File: config.mk
export PLATFORM = sky130hd
export DESIGN_NAME = vga_timing_gen
export DESIGN_NICKNAME = d
export VERILOG_FILES = /design/src/rtl/vga_timing_gen.sv
export SDC_FILE = /design/constraint.sdc
export NUM_CORES = 1
export LEC_CHECK = 0
export ABC_AREA = 1
export CORE_MARGIN = 2
export CORE_UTILIZATION = 48
export DETAILED_ROUTE_END_ITERATION = 8
export PLACE_DENSITY_LB_ADDON = 0.12
export SETUP_SLACK_MARGIN = 0.15
export SYNTH_ARGS = -nofsm -noshare
export SYNTH_HDL_FRONTEND = slang
export SYNTH_SLANG_ARGS = --single-unit
File: constraint.sdc
create_clock -name clk -period 1.9 [get_ports clk]
set_input_delay 0.38 -clock clk [delete_from_list [all_inputs] [get_ports clk]]
set_output_delay 0.38 -clock clk [all_outputs]
set_load 0.01 [all_outputs]
File: src/rtl/vga_timing_gen.sv
// Raster timing source for the 640x480@60 display: scan counters, sync pins, visible window and line/frame strobes.
// Define CLK_DIV2_EN when clk runs at twice the pixel rate; the counters then advance on every other clk.
module vga_timing_gen #(
  parameter int   H_VISIBLE = 640,
  parameter int   H_FRONT   = 16,
  parameter int   H_SYNC    = 96,
  parameter int   H_BACK    = 48,
  parameter int   V_VISIBLE = 480,
  parameter int   V_FRONT   = 10,
  parameter int   V_SYNC    = 2,
  parameter int   V_BACK    = 33,
  parameter logic SYNC_POL  = 1'b0
) (
  input  logic       clk,
  input  logic       resetn,
  output logic [9:0] HCounter,
  output logic [9:0] VCounter,
  output logic       hsync,
  output logic       vsync,
  output logic       video_on,
  output logic       pix_stb,
  output logic       line_tick,
  output logic       frame_tick
);

  localparam int H_TOTAL = H_VISIBLE + H_FRONT + H_SYNC + H_BACK;
  localparam int V_TOTAL = V_VISIBLE + V_FRONT + V_SYNC + V_BACK;

  localparam logic [9:0] H_LAST      = 10'(H_TOTAL - 1);
  localparam logic [9:0] V_LAST      = 10'(V_TOTAL - 1);
  localparam logic [9:0] H_SYNC_END  = 10'(H_SYNC);
  localparam logic [9:0] V_SYNC_END  = 10'(V_SYNC);
  localparam logic [9:0] H_VIS_START = 10'(H_SYNC + H_BACK);
  localparam logic [9:0] H_VIS_END   = 10'(H_SYNC + H_BACK + H_VISIBLE);
  localparam logic [9:0] V_VIS_START = 10'(V_SYNC + V_BACK);
  localparam logic [9:0] V_VIS_END   = 10'(V_SYNC + V_BACK + V_VISIBLE);

`ifdef CLK_DIV2_EN
  localparam logic STB_RESET = 1'b0;
`else
  localparam logic STB_RESET = 1'b1;
`endif

  logic [9:0] h_q, h_d;
  logic [9:0] v_q, v_d;
  logic       stb_q, stb_d;
  logic       hsync_q, hsync_d;
  logic       vsync_q, vsync_d;
  logic       video_q, video_d;
  logic       line_q, line_d;
  logic       frame_q, frame_d;

  // NOTE: every signal assigned in always_comb gets a default first, so no path leaves it unassigned and no latch is inferred.
  always_comb begin
    h_d     = h_q;
    v_d     = v_q;
    line_d  = 1'b0;
    frame_d = 1'b0;
`ifdef CLK_DIV2_EN
    stb_d   = ~stb_q;
`else
    stb_d   = 1'b1;
`endif

    if (stb_q) begin
      if (h_q == H_LAST) begin
        h_d    = '0;
        line_d = 1'b1;
        if (v_q == V_LAST) begin
          v_d     = '0;
          frame_d = 1'b1;
        end else begin
          v_d = v_q + 10'd1;
        end
      end else begin
        h_d = h_q + 10'd1;
      end
    end

    // Decoded from the next-state counters so the registered flags line up with the counters they describe.
    hsync_d = (h_d < H_SYNC_END) ? SYNC_POL : ~SYNC_POL;
    vsync_d = (v_d < V_SYNC_END) ? SYNC_POL : ~SYNC_POL;
    video_d = (h_d >= H_VIS_START) && (h_d < H_VIS_END) &&
              (v_d >= V_VIS_START) && (v_d < V_VIS_END);
  end

  // NOTE: sequential state is updated with non-blocking assignments so every flop samples pre-edge values.
  always_ff @(posedge clk or negedge resetn) begin
    if (!resetn) begin
      h_q     <= '0;
      v_q     <= '0;
      stb_q   <= STB_RESET;
      hsync_q <= SYNC_POL;
      vsync_q <= SYNC_POL;
      video_q <= 1'b0;
      line_q  <= 1'b0;
      frame_q <= 1'b0;
    end else begin
      h_q     <= h_d;
      v_q     <= v_d;
      stb_q   <= stb_d;
      hsync_q <= hsync_d;
      vsync_q <= vsync_d;
      video_q <= video_d;
      line_q  <= line_d;
      frame_q <= frame_d;
    end
  end

  assign HCounter   = h_q;
  assign VCounter   = v_q;
  assign hsync      = hsync_q;
  assign vsync      = vsync_q;
  assign video_on   = video_q;
  assign pix_stb    = stb_q;
  assign line_tick  = line_q;
  assign frame_tick = frame_q;

endmodule

# Word level (Yosys, flattened, before mapping)

Index checks and enable logic that the tools add are counted.

Add/sub/neg operators: 2
Order comparisons: 6
Equal/unequal tests: 2
Muxes and demuxes: 8
Reduce and logical (&&, ||, !) cells: 3

Operators with widths:

| cell                                                                                 | number |
|---|---|
| 10-bit 2-to-1 mux                                                                    | 3 |
| 10-bit by 1-bit adder with 10-bit output, second input constant                      | 2 |
| 10-bit equality test, second input constant                                          | 2 |
| 10-bit less-than comparator, second input constant                                   | 2 |
| 10-bit by 6-bit greater-or-equal comparator with 1-bit output, second input constant | 1 |
| 10-bit by 8-bit greater-or-equal comparator with 1-bit output, second input constant | 1 |
| 10-bit by 2-bit less-than comparator with 1-bit output, second input constant        | 1 |
| 10-bit by 7-bit less-than comparator with 1-bit output, second input constant        | 1 |
| 1-bit 2-to-1 mux                                                                     | 5 |
| 1-bit logical AND                                                                    | 3 |

Register bits: 25

# Logic depth before layout (Yosys ltp)

Gate-level depths: netlist of run 1.

Depth after elaboration: 6
Mapped depth: 14
Depth with buffers taken out: 14

# Worst setup path after synthesis of run 1

Ideal clock, no wire load.

Kind: reg2reg
Start: register h_q[0] (netlist: HCounter[0])
End: register video_q (netlist: video_on)
Library setup time: 0.119 ns
Data arrival time: 1.620 ns
Slack: 0.161 ns
Cell stages (with the launch flop): 13
Buffers on the path: 0
Clock period less this slack: 1.739 ns
Cells stage by stage: dfrtp_1 ha_1 nand2_2 nor2_8 inv_4 nor2_8 nand3_1 nand3_2 nand2_2 nor2_1 nand2_1 nand2_1 nor2_1

Cells in the longest elaborated chain, start to end: 6

Ends and longest elaborated chain:

| item                                                                                                                | RTL line | source |
|---|---|---|
| from (decl)                                                                                                         | 44       | `logic [9:0] h_q, h_d;` |
| from (signal assigned)                                                                                              | 90       | `h_q <= '0;` |
| from (signal assigned)                                                                                              | 99       | `h_q <= h_d;` |
| 10-bit by 1-bit adder with 10-bit output / 10-bit equality test (equally long branches)                             | 76, 66   |  |
| 10-bit 2-to-1 mux                                                                                                   | 66       | `if (h_q == H_LAST) begin` |
| 10-bit by 8-bit greater-or-equal comparator with 1-bit output / 10-bit less-than comparator (equally long branches) | 83       | `video_d = (h_d >= H_VIS_START) && (h_d < H_VIS_END) &&` |
| 1-bit logical AND (2 in series)                                                                                     | 83       |  |
| 1-bit logical AND *                                                                                                 | 84       | `(v_d >= V_VIS_START) && (v_d < V_VIS_END);` |
| net video_d                                                                                                         | 49       | `logic video_q, video_d;` |
| to (signal assigned)                                                                                                | 104      | `video_q <= video_d;` |
| to (decl)                                                                                                           | 49       |  |

Mark *: on every way through the listed nets, which the timed path passes. The rest lies on a longest branch.

# Worst setup path in the final report of run 1

Start: register h_q[1] (netlist: HCounter[1])
End: register video_q (netlist: video_on)

Same word-level chain as after synthesis.

==> results.txt, run 1 <==
The flow ran to the end, and the final reports show no timing, DRC or antenna violations. The number of nets in the synthesized netlist is 225. The delay of the slowest cell on the worst path works out to 0.38 ns.

The worst setup path is of the flip-flop to flip-flop kind. The ratio of routed vias to standard cells was 4.80; the total area of sequential cells was 634 µm². The count of final hold-check violations is 0. The number of nets at the end of the flow is 275, and the clock sink count is 25.

For the remaining global-route overflow, the log shows 0. The type of the worst min-delay path is input pin to async pin. The detailed-route wire length was 3730 µm; the sequential share of power was 67.3%.

The number of enable-type register cells in the synthesized netlist is 0. The tools report the number of antenna violations at the first check in global routing as 0. With fillers left out, the area of the finished cells amounts to 0.00214 mm². At the end of routability-driven placement, the weighted congestion stood at 0.959.

Area of placed instances: 0.00190 mm². The cell with the most instances after synthesis is sky130_fd_sc_hd__nand2_1. Count of placed standard cells in the final layout, fillers left out: 312. Kind of end point of the critical path: a flip-flop.

The commonest cells after synthesis are sky130_fd_sc_hd__nand2_1 (68), sky130_fd_sc_hd__inv_1 (44), sky130_fd_sc_hd__nor2_1 (27). The clock reaches the later pin of the worst-skew pair after 0.32 ns. The most used flip-flop cell after synthesis is sky130_fd_sc_hd__dfrtp_1. The logs give 20.9% for the combined global-route utilization of all metal layers and 5710 µm for the global-route wire length before repair.

Before antenna repair, the detailed router went through 4 iterations. The shortest clock period the worst path allows after layout was 1.77 ns. The run gives 0 as the max-cap violation count.

The analysis attributes to cell leakage a power of 1.34 nW. The peak fanout along the critical path is 7, and the antenna cell count is 0. For the final routed database, the setup TNS stands at 0 ns. The via total after detailed routing was 1498; the total of warnings raised by yosys was 0.

Synthesis instantiated 22 different standard cells from the library. The top-area cell type share of the netlist area was 40.4%; the area occupied by multi-input gates was 838 µm². The starting density of the core came out at 50.8%. The logs give 0.00370 mm² for the area of the die and 263 for the filler cell count in the final layout. For the setup clock skew after layout, the log shows 0.00649 ns.

For the worst setup path, the data required time is 2.13 ns. The critical path launch point type is a flip-flop. The worst-case IR drop observed on VDD is 0.000322 V.

For the number of cell rows, the log shows 20. In this design, the critical path's most frequently occurring cell is sky130_fd_sc_hd__nor2_1. Based on the critical path, the design can be clocked at up to 564 MHz. At the worst endpoint, the arrival time is 2.00 ns.

Clock-pin slew was measured on the worst setup and hold paths at 0.14 ns. In this run switching power makes up 21.9% of total power. In the final routed layout, each cell accounts on average for 12.0 µm.

The cts-stage hold buffer count came out at 0. In this run the horizontal extent of the chip is 60.8 µm. For this block, the initial DRC count from the detailed router was 63.

The number of remaining DRC errors is 0, and the internal power summed over all cells is 0.617 mW. The final cycle utilization of the critical path works out to 93.3%. Counting cells, the worst reg-to-reg path comes to 10.

The share of power burned in combinational logic was 1.8%; the share of post-route cells with drive strength above 1 was 23.1%. The cell family contributing the most delay on the critical path is simple AND/OR/NAND/NOR gates. The tree is rooted in a sky130_fd_sc_hd__clkbuf_4. Counting tap cells, the placed design contains a total of 294 instances. The vertical die dimension works out to 60.8 µm. The number of clock buffers added by TritonCTS is 3. For this design the total switching power over the nets is 0.173 mW. Setup violations remaining at the end of the flow were counted as 0. Cell taking the most area after synthesis: sky130_fd_sc_hd__dfrtp_1. Counting every instance in the synthesized netlist gives 219.

In this run the tool buffered the top-level ports with 26 buffer cells. Setup repair after global routing could not meet its margin everywhere. The number of H-tree levels came out at 1. TritonCTS built the clock tree. The critical path goes through ha_2 > nand2_4 > nor2_8 > nand3_4 > o21bai_1 > nand2_2 > nand3_2 > nor2_1 > a21oi_1 > nor2_1. The run gives 2 as the number of buffers on the longest clock path.

The run gives 30.9% as the clock network fraction of total power. Detailed placement finished with a half-perimeter wire length of 2610 µm. The area of the core was 0.00305 mm²; the combined buffer and inverter count along the critical path was 0. After synthesis, the cell types taking the most area are sky130_fd_sc_hd__dfrtp_1 (40%), sky130_fd_sc_hd__nand2_1 (16%), sky130_fd_sc_hd__inv_1 (11%).

For this design the ratio of total power to cell area is 369 mW/mm². The run gives 28 as the count of pins on the block boundary. The cell depth of the worst setup path was 10; the flop and latch count out of synthesis was 25. A synthesized cell averages 7.08 µm². The tools report the post-layout total power as 0.790 mW.

For this design, the slowest cell found on the critical path is sky130_fd_sc_hd__dfrtp_1. The via count of the first global-routing pass is 1249. Entering global routing, the biggest net connects 26 pins.

After synthesis, flip-flops and latches occupy 40.4% of the total area. The share of synthesized registers carrying an async set or reset was 100%; the final max-slew violation count was 0. For the total standard cell area after synthesis, the log shows 0.00155 mm². The tools report the residual antenna-violating net count after detailed routing as 0. The synthesis-to-layout area growth came out at 38.1%.
-- cell families (layout without fill, tap and decap cells) --
kind of cell	after synthesis	after routing	synth area share [%]
DFF	25	25	40.4
buffers and inverters	46	94	11.5
and+or+nand+nor	129	130	38.6
other	1	1	0.242
xor gates and xnor gates	3	3	1.70
AOI/OAI and AO/OA	11	11	4.36
adders and majority gates	4	4	3.23
-- metal layers --
metal  track usage (%)  routed length (µm)  vias to the layer above
met5                 0                   0                        -
met4              8.07                  54                        0
met3              3.20                 177                        5
met2              30.0                1700                       52
met1              31.6                1800                      673
li1                  -                   -                      768
-- power by group through the flow --
stage,combinational (mW),sequential (mW),clock (mW)
global placement,0.0151,0.542,0
floorplan,0.00238,0.542,0
finish,0.0141,0.532,0.244
detailed placement,0.0153,0.542,0
CTS,0.0152,0.532,0.254
global route,0.0175,0.532,0.275
-- worst register-to-register path, delay by kind of cell, from the launching register on --
family | cells | cell delay, ns
compound gates | 2 | 0.36
fa+ha+maj | 1 | 0.21
flops | 1 | 0.38
simple gates | 7 | 0.71
-- timing repair --
item	4_1_cts	5_1_grt
endpoints found under the hold margin	0	0
setup buffers	0	13
gates cloned	0	1
pin swaps	1	14
gates resized for setup	5	35
endpoints found under the setup margin	7	19
-- area by class of cell --
class,count,area share (%)
tap,44,2.57
inverter,45,8.12
multi-input combinational,149,39.2
sequential,25,29.6
clock buffer,4,1.23
timing repair buffer,45,19.3
-- state kept, by name, indices dropped and copies added, names as in the netlist --
name        flops
VCounter       10
line_tick       1
video_on        1
hsync           1
vsync           1
HCounter       10
frame_tick      1
-- cell usage in the layout, fill, tap and decap left out, types with 5 or more instances in the layout --
cell type / n
sky130_fd_sc_hd__nand2_2: 7
sky130_fd_sc_hd__dfrtp_2: 7
sky130_fd_sc_hd__nor2_1: 22
sky130_fd_sc_hd__inv_1: 42
sky130_fd_sc_hd__nand2_1: 64
sky130_fd_sc_hd__dfrtp_1: 18
sky130_fd_sc_hd__buf_4: 19
sky130_fd_sc_hd__nand3_1: 10
sky130_fd_sc_hd__dlymetal6s2s_1: 5
sky130_fd_sc_hd__clkdlybuf4s50_1: 19
sky130_fd_sc_hd__nand4_1: 7
-- final timing paths --
kind | start | end | slack [ns]
worst max-delay path | HCounter[1]$_DFF_PN0_ | video_on$_DFF_PN0_ | 0.13
worst min-delay path | resetn | HCounter[3]$_DFF_PN0_ | 0.39
worst max register to register | HCounter[1]$_DFF_PN0_ | video_on$_DFF_PN0_ | 0.13
worst min register to register | HCounter[2]$_DFF_PN0_ | HCounter[2]$_DFF_PN0_ | 0.54
max in group asynchronous | resetn | HCounter[9]$_DFF_PN0_ | 1.25
min in group clk | HCounter[2]$_DFF_PN0_ | HCounter[2]$_DFF_PN0_ | 0.54
-- stage by stage --
stage / hold WS [ns] / worst slack, ns / utilization, %
2_1_floorplan: 0.0844 / 0.161 / -
3_3_place_gp: 0.519 / 0.120 / 62.3
4_1_cts: 0.398 / 0.0871 / 63.4
5_1_grt: 0.414 / -0.0468 / 70.1
3_5_place_dp: 0.537 / 0.0783 / 62.3
6_report: 0.391 / 0.127 / 70.1
No activity file was read; power rests on OpenSTA's default activity.
==> run 2: changes to the inputs <==
--- a/config.mk
+++ b/config.mk
@@ -6,8 +6,10 @@
 export NUM_CORES = 1
 export LEC_CHECK = 0
 export ABC_AREA = 1
+export CELL_PAD_IN_SITES_DETAIL_PLACEMENT = 2
+export CELL_PAD_IN_SITES_GLOBAL_PLACEMENT = 2
 export CORE_MARGIN = 2
-export CORE_UTILIZATION = 48
+export CORE_UTILIZATION = 29
 export DETAILED_ROUTE_END_ITERATION = 8
 export PLACE_DENSITY_LB_ADDON = 0.12
 export SETUP_SLACK_MARGIN = 0.15
==> results.txt, run 2 (synthesis results as in run 1) <==
The run finished with clean final reports. The kind of end point of the critical path was a flip-flop. CTS saw 25 sinks. The starting density of the core came out at 30.2%.

The tools report the final max-slew violation count as 0. The tools report the startpoint of the most critical register-to-register path as VCounter[1]$_DFF_PN0_. The largest net degree at the start of global routing came out at 26. Setup repair after global routing could not meet its margin everywhere. Global routing used 20.2% of the available tracks. In the final routed layout, each cell accounts on average for 16.4 µm. Kind of critical path: flip-flop to flip-flop. The remaining global-route overflow was 0; the count of final hold-check violations was 0.

The logs give 0 for the number of antenna violations at the first check in global routing and 90 µm for the sum of met3 wire segment lengths after detailed routing. The floorplan has 26 rows. The logs give 9490 µm for the global-route wire length before repair and 1784 for the via count of the first global-routing pass. After detailed routing, no signal wire sits above met4. STA puts the critical path data required time at 2.09 ns. For this block, the via count after detailed routing is 1597. The number of endpoints failing setup at the final stage is 0. For the finished layout, the period the worst path requires is 1.80 ns. The net count of the finished layout is 281.

Routability-driven placement finished with a final weighted congestion of 0.816. The register clock-pin slew on the reported worst setup and hold paths was 0.11 ns. On the final layout, the worst clock skew is 0.00714 ns. After detailed routing, the number of remaining DRC violations is 0. The register-to-register setup slack was 0.10 ns; the number of buffers on the longest clock path was 2.

The final cycle utilization of the critical path was 94.5%; the post-placement setup slack was -0.0336 ns. Detailed placement ended at an HPWL of 4050 µm. The die is 77.1 µm tall.

The clock reaches the later pin of the worst-skew pair after 0.29 ns. The run gives 0 as the residual antenna-violating net count after detailed routing. The run gives 0.00595 mm² as the area of the die. The tools report the CTS buffer count as 3. The ratio of routed vias to standard cells is 4.64. The area growth from synthesis to layout is 47.3%. Based on the critical path, the design can be clocked at up to 557 MHz.

The count of buffers inserted at the top-level ports was 26; the antenna cell count was 0. The number of H-tree levels was 1. The launching element of the worst setup path was VCounter[1]$_DFF_PN0_. Post-layout worst setup margin: 0.104 ns. The first TritonRoute pass finished after 4 iterations. The peak fanout along the critical path is 5.

Post-layout total power: 0.908 mW. The cell with the largest stage delay on the worst path was sky130_fd_sc_hd__dfrtp_1. Critical path launch point type: a flip-flop. Power spread over the standard cell area amounts to 398 mW/mm². Counting stages on the worst path, the most repeated cell is sky130_fd_sc_hd__nand2_1. Leaving out fill and tap cells, the most frequent cell in the layout is sky130_fd_sc_hd__nand2_1. The met2 layer wire length in the routed design came out at 2890 µm. The signal on the critical path passes through ha_2 > inv_1 > nor2_2 > nand2_1 > nor2_2 > nand2_1 > nand2_1 > nand3_2 > nand2_2 > nor2_1 > a21oi_2 > nor2_1. TritonCTS built the clock tree.

The min-delay analysis places its worst path in the category input pin to async pin. The run gives 0.000291 V as the peak supply drop. The count of pins on the block boundary is 28, and the final setup TNS is 0 ns. The logs give 1.41 nW for the leakage power and 1.98 ns for the arrival time at the worst endpoint. The tree is rooted in a sky130_fd_sc_hd__clkbuf_8. The routed length on met1 was 2630 µm. Across the run, the number of max-cap violations was 0. The die boundary width was 77.1 µm; the share of post-route cells with drive strength above 1 was 27.7%. After detailed routing, the total wire length is 5650 µm. Grouping stages by cell kind, the critical path spends the most delay in simple AND/OR/NAND/NOR gates. The combined buffer and inverter count along the critical path came out at 1.

Leaving out fill and tap cells, the most frequent cells in the layout are sky130_fd_sc_hd__nand2_1 (60), sky130_fd_sc_hd__inv_1 (41), sky130_fd_sc_hd__buf_4 (24), sky130_fd_sc_hd__dfrtp_1 (22), sky130_fd_sc_hd__clkdlybuf4s50_1 (19). The delay of the slowest cell on the worst path came out at 0.44 ns. The core region is 0.00514 mm². The first routing iteration left 37 violations.
run 2: changes by cell type in the layout (fill, tap and decap cells not counted), moves of 4 or more:
cell and change:
sky130_fd_sc_hd__dfrtp_2 -4, sky130_fd_sc_hd__nor2_1 -5, sky130_fd_sc_hd__dfrtp_1 +4, sky130_fd_sc_hd__nand2_2 +4, sky130_fd_sc_hd__nor2_2 +7, sky130_fd_sc_hd__nand2_1 -4
sky130_fd_sc_hd__buf_4 +5
run 2: metal layers:
layer  vias up  GRT usage, %
met4         0          4.82
met2        23          35.4
met3         5          1.88
li1        774             -
met1       795          26.9
met5         -             0
run 2: worst paths after layout:
| path | depth (start not counted) | to |
|---|---|---|
| hold reg to reg | 1 | HCounter[2]$_DFF_PN0_ |
| hold / removal | 2 | HCounter[2]$_DFF_PN0_ |
| setup / recovery | 12 | video_on$_DFF_PN0_ |
| min in group clk | 1 | HCounter[2]$_DFF_PN0_ |
| setup reg to reg | 12 | video_on$_DFF_PN0_ |
| max in group asynchronous | 2 | VCounter[6]$_DFF_PN0_ |
run 2: what timing repair did:
| item | CTS | global route |
|---|---|---|
| pin swaps | 4 | 15 |
| buffers inserted | 8 | 6 |
| gates cloned | 1 | 0 |
| hold buffers | 0 | 0 |
| endpoints found under the setup margin | 5 | 12 |
| gates resized for setup | 18 | 31 |
run 2: cell type report:
class | instances | area, µm²
fill | 627 | 2860
multi-input combinational | 149 | 875
sequential | 25 | 629
timing repair buffer | 51 | 469
inverter | 45 | 174
tap | 70 | 87.6
clock buffer | 3 | 41.3
clock inverter | 1 | 7.51
run 2: power breakdown:
part	internal (mW)	total, mW	leakage, nW	switching, mW
clock network	0.150	0.361	0.0217	0.211
logic	0.00315	0.0152	1.05	0.0120
registers	0.532	0.532	0.330	0
run 2: through the flow:
step | instances | util [%] | area [µm²] | hold slack (ns)
final | 344 | 44.4 | 2280 | 0.458
after global routing | 344 | 44.4 | 2280 | 0.482
after CTS | 338 | 41.9 | 2150 | 0.478
after detailed placement | 325 | 38.4 | 1970 | 0.548
after global placement | 325 | 38.4 | 1970 | 0.535
after floorplan | 219 | - | 1550 | 0.0844
==> run 3: changes to the inputs <==
--- a/config.mk
+++ b/config.mk
@@ -6,7 +6,8 @@
 export NUM_CORES = 1
 export LEC_CHECK = 0
 export ABC_AREA = 1
-export CELL_PAD_IN_SITES_DETAIL_PLACEMENT = 2
+export CAP_MARGIN = 20
+export CELL_PAD_IN_SITES_DETAIL_PLACEMENT = 1
 export CELL_PAD_IN_SITES_GLOBAL_PLACEMENT = 2
 export CORE_MARGIN = 2
 export CORE_UTILIZATION = 29
==> results.txt, run 3 (synthesis results as in run 1) <==
Entering global routing, the biggest net connects 26 pins. The run finished with clean final reports. In this run the count of I/O pins placed on the die edge is 28. Across all register-to-register paths, the minimum setup slack is 0.16 ns.

The logs give 2.06 ns for the critical path required time and 0.00197 mm² for the area of placed instances. Setup violations remaining at the end of the flow were counted as 0. Timing would allow up to 574 MHz. The post-layout worst setup margin was 0.157 ns. The clock latency of the later-clocked register in the worst-skew pair is 0.27 ns.

Once placement completed, the tool counted placed cells totaling 325. In this run, post-CTS hold repair placed 0 buffers. Clock tree synthesis inserted a total of 3 buffers. Setup repair after global routing could not meet its margin everywhere. The average wire per standard cell is 14.5 µm. At the end of routability-driven placement, the weighted congestion stood at 0.816. The routed layout has 1522 vias.

From bottom edge to top edge, the die measures 77.1 µm. Before antenna repair, the detailed router went through 4 iterations. Excluding fillers, the count of instances in the completed layout stands at 337. The clock sink count came out at 25.

The startpoint of the most critical register-to-register path is VCounter[1]$_DFF_PN0_. After routing the design area is 0.00221 mm². In this run the deepest clock path goes through 2 buffers.

The power density of the placed cells is 399 mW/mm², and the shortest clock period the worst path allows after layout is 1.74 ns. The first global-routing pass estimated 7800 µm of wire. The count of nets left with antenna violations once routing finished came out at 0. The starting density of the core was 30.2%.

The register clock-pin slew on the reported worst setup and hold paths was 0.10 ns. Among the stages of the critical path, the cell type that occurs most often is sky130_fd_sc_hd__nand2_2. The number of design-rule violations left by the first detailed-router iteration came out at 36. Die boundary width: 77.1 µm. Leakage power: 1.25 nW. Combined global-route utilization of all metal layers: 16.5%.

The top cell types in the final layout, fill and taps aside, are sky130_fd_sc_hd__nand2_1 (62), sky130_fd_sc_hd__inv_1 (42), sky130_fd_sc_hd__clkdlybuf4s50_1 (23), sky130_fd_sc_hd__dfrtp_1 (22), sky130_fd_sc_hd__nor2_1 (19). The number of antenna violations at the first check in global routing came out at 0. 0 antenna diodes ended up in the layout. The run gives 0.00595 mm² as the area of the die. Via count of the first global-routing pass: 1494.

STA classifies the critical path endpoint as a flip-flop. For this block, the routed nets add up to 4870 µm of wire. The count of final hold-check violations came out at 0. For the number of cell rows, the log shows 26. The synthesis-to-layout area growth was 42.4%; the number of H-tree levels was 1. The peak supply drop was 0.000327 V; the number of cells on the worst reg-to-reg path was 11. Buffers placed on the I/O ports in this run total 26.

TritonCTS built the clock tree. Share of post-route cells with drive strength above 1: 23.2%. Max-cap violations in this run came to 0. For the final max-slew violation count, the log shows 0. For this run, the share of the core covered by cells in the final layout is 42.9%.

Data on the critical path arrives at its endpoint at 1.91 ns. The worst setup path is launched from a flip-flop. The sum of net half-perimeters after detailed placement is 3570 µm.

The signal on the critical path passes through inv_1 > ha_4 > nand2_2 > nor2_4 > nand3_4 > nand2_2 > nand2_1 > nand2_2 > nand3_2 > nor3_2 > nand2_1. The library cell used as clock root buffer is sky130_fd_sc_hd__clkbuf_8. OpenSTA, run right after detailed placement, puts the worst setup slack at 0.0306 ns.

The library cell used most frequently in the layout, excluding fill and tap cells, is sky130_fd_sc_hd__nand2_1. The remaining global-route overflow was 0. Total power for the finished layout comes to 0.881 mW. The total area inside the core boundary comes to 0.00514 mm². The type of the worst min-delay path is input pin to async pin.

The ratio of routed vias to standard cells came out at 4.52. For this run, the slowest stage of the critical path takes 0.46 ns. At the end of the flow, the number of nets in the layout was 274.

Of all nets on the critical path, the largest fanout is 5. The worst path uses 91.7% of the clock period. The worst register-to-register path ends at vsync$_DFF_PN0_. Kind of critical path: flip-flop to flip-flop. The cell with the largest stage delay on the worst path was sky130_fd_sc_hd__dfrtp_2. After detailed routing, the number of remaining DRC violations is 0. Across the routed clock network, the largest skew measured is 0.00588 ns.
==> run 3: where the power goes <==
group	internal, mW	switching [mW]	total [mW]	leakage (nW)
Sequential	0.532	0	0.532	0.330
Combinational	0.00315	0.0121	0.0153	0.901
Clock	0.150	0.184	0.334	0.0228
Total	0.685	0.196	0.881	1.25
==> run 3: cell type report <==
| cell class | count | area, µm² |
|---|---|---|
| clock buffer | 4 | 45.0 |
| fill | 679 | 2930 |
| inverter | 45 | 171 |
| multi-input combinational | 149 | 875 |
| sequential | 25 | 629 |
| tap | 70 | 87.6 |
| timing repair buffer | 44 | 399 |
==> run 3: metrics by stage <==
stage	hold WS [ns]	setup TNS [ns]
6_report	0.478	0
5_1_grt	0.495	-0.00924
3_5_place_dp	0.532	0
2_1_floorplan	0.0844	0
4_1_cts	0.496	0
3_3_place_gp	0.535	0
==> run 3: worst max-delay path by stage <==
stage | endpoint | start | slack (ns)
2_1_floorplan | video_on$_DFF_PN0_ | HCounter[0]$_DFF_PN0_ | 0.16
3_3_place_gp | video_on$_DFF_PN0_ | HCounter[0]$_DFF_PN0_ | 0.04
3_5_place_dp | video_on$_DFF_PN0_ | HCounter[0]$_DFF_PN0_ | 0.03
4_1_cts | video_on$_DFF_PN0_ | VCounter[0]$_DFF_PN0_ | 0.12
5_1_grt | video_on$_DFF_PN0_ | HCounter[0]$_DFF_PN0_ | -0.009
6_report | vsync$_DFF_PN0_ | VCounter[1]$_DFF_PN0_ | 0.16
==> run 3: repair_timing <==
item	4_1_cts	5_1_grt
gates resized for setup	13	24
cloned	1	0
endpoints found under the setup margin	4	6
pin swaps	4	9
buffers inserted	2	5
==> run 3: critical path: cells and delay by family (launching register included) <==
family / cells / cell delay (ns)
and+or+nand+nor: 9 / 0.91
DFF: 1 / 0.46
adders and majority gates: 1 / 0.13
buffers and inverters: 1 / 0.11
==> run 3: routing by layer <==
layer | wire length, µm | track usage (%) | vias up | share of wire [%]
met1 | 2330 | 23.6 | 740 | 48
met3 | 146 | 3.06 | 2 | 3.0
met2 | 2370 | 26.5 | 20 | 49
met5 | 0 | 0 | - | 0
met4 | 23 | 2.68 | 0 | 0.47
li1 | - | - | 760 | -
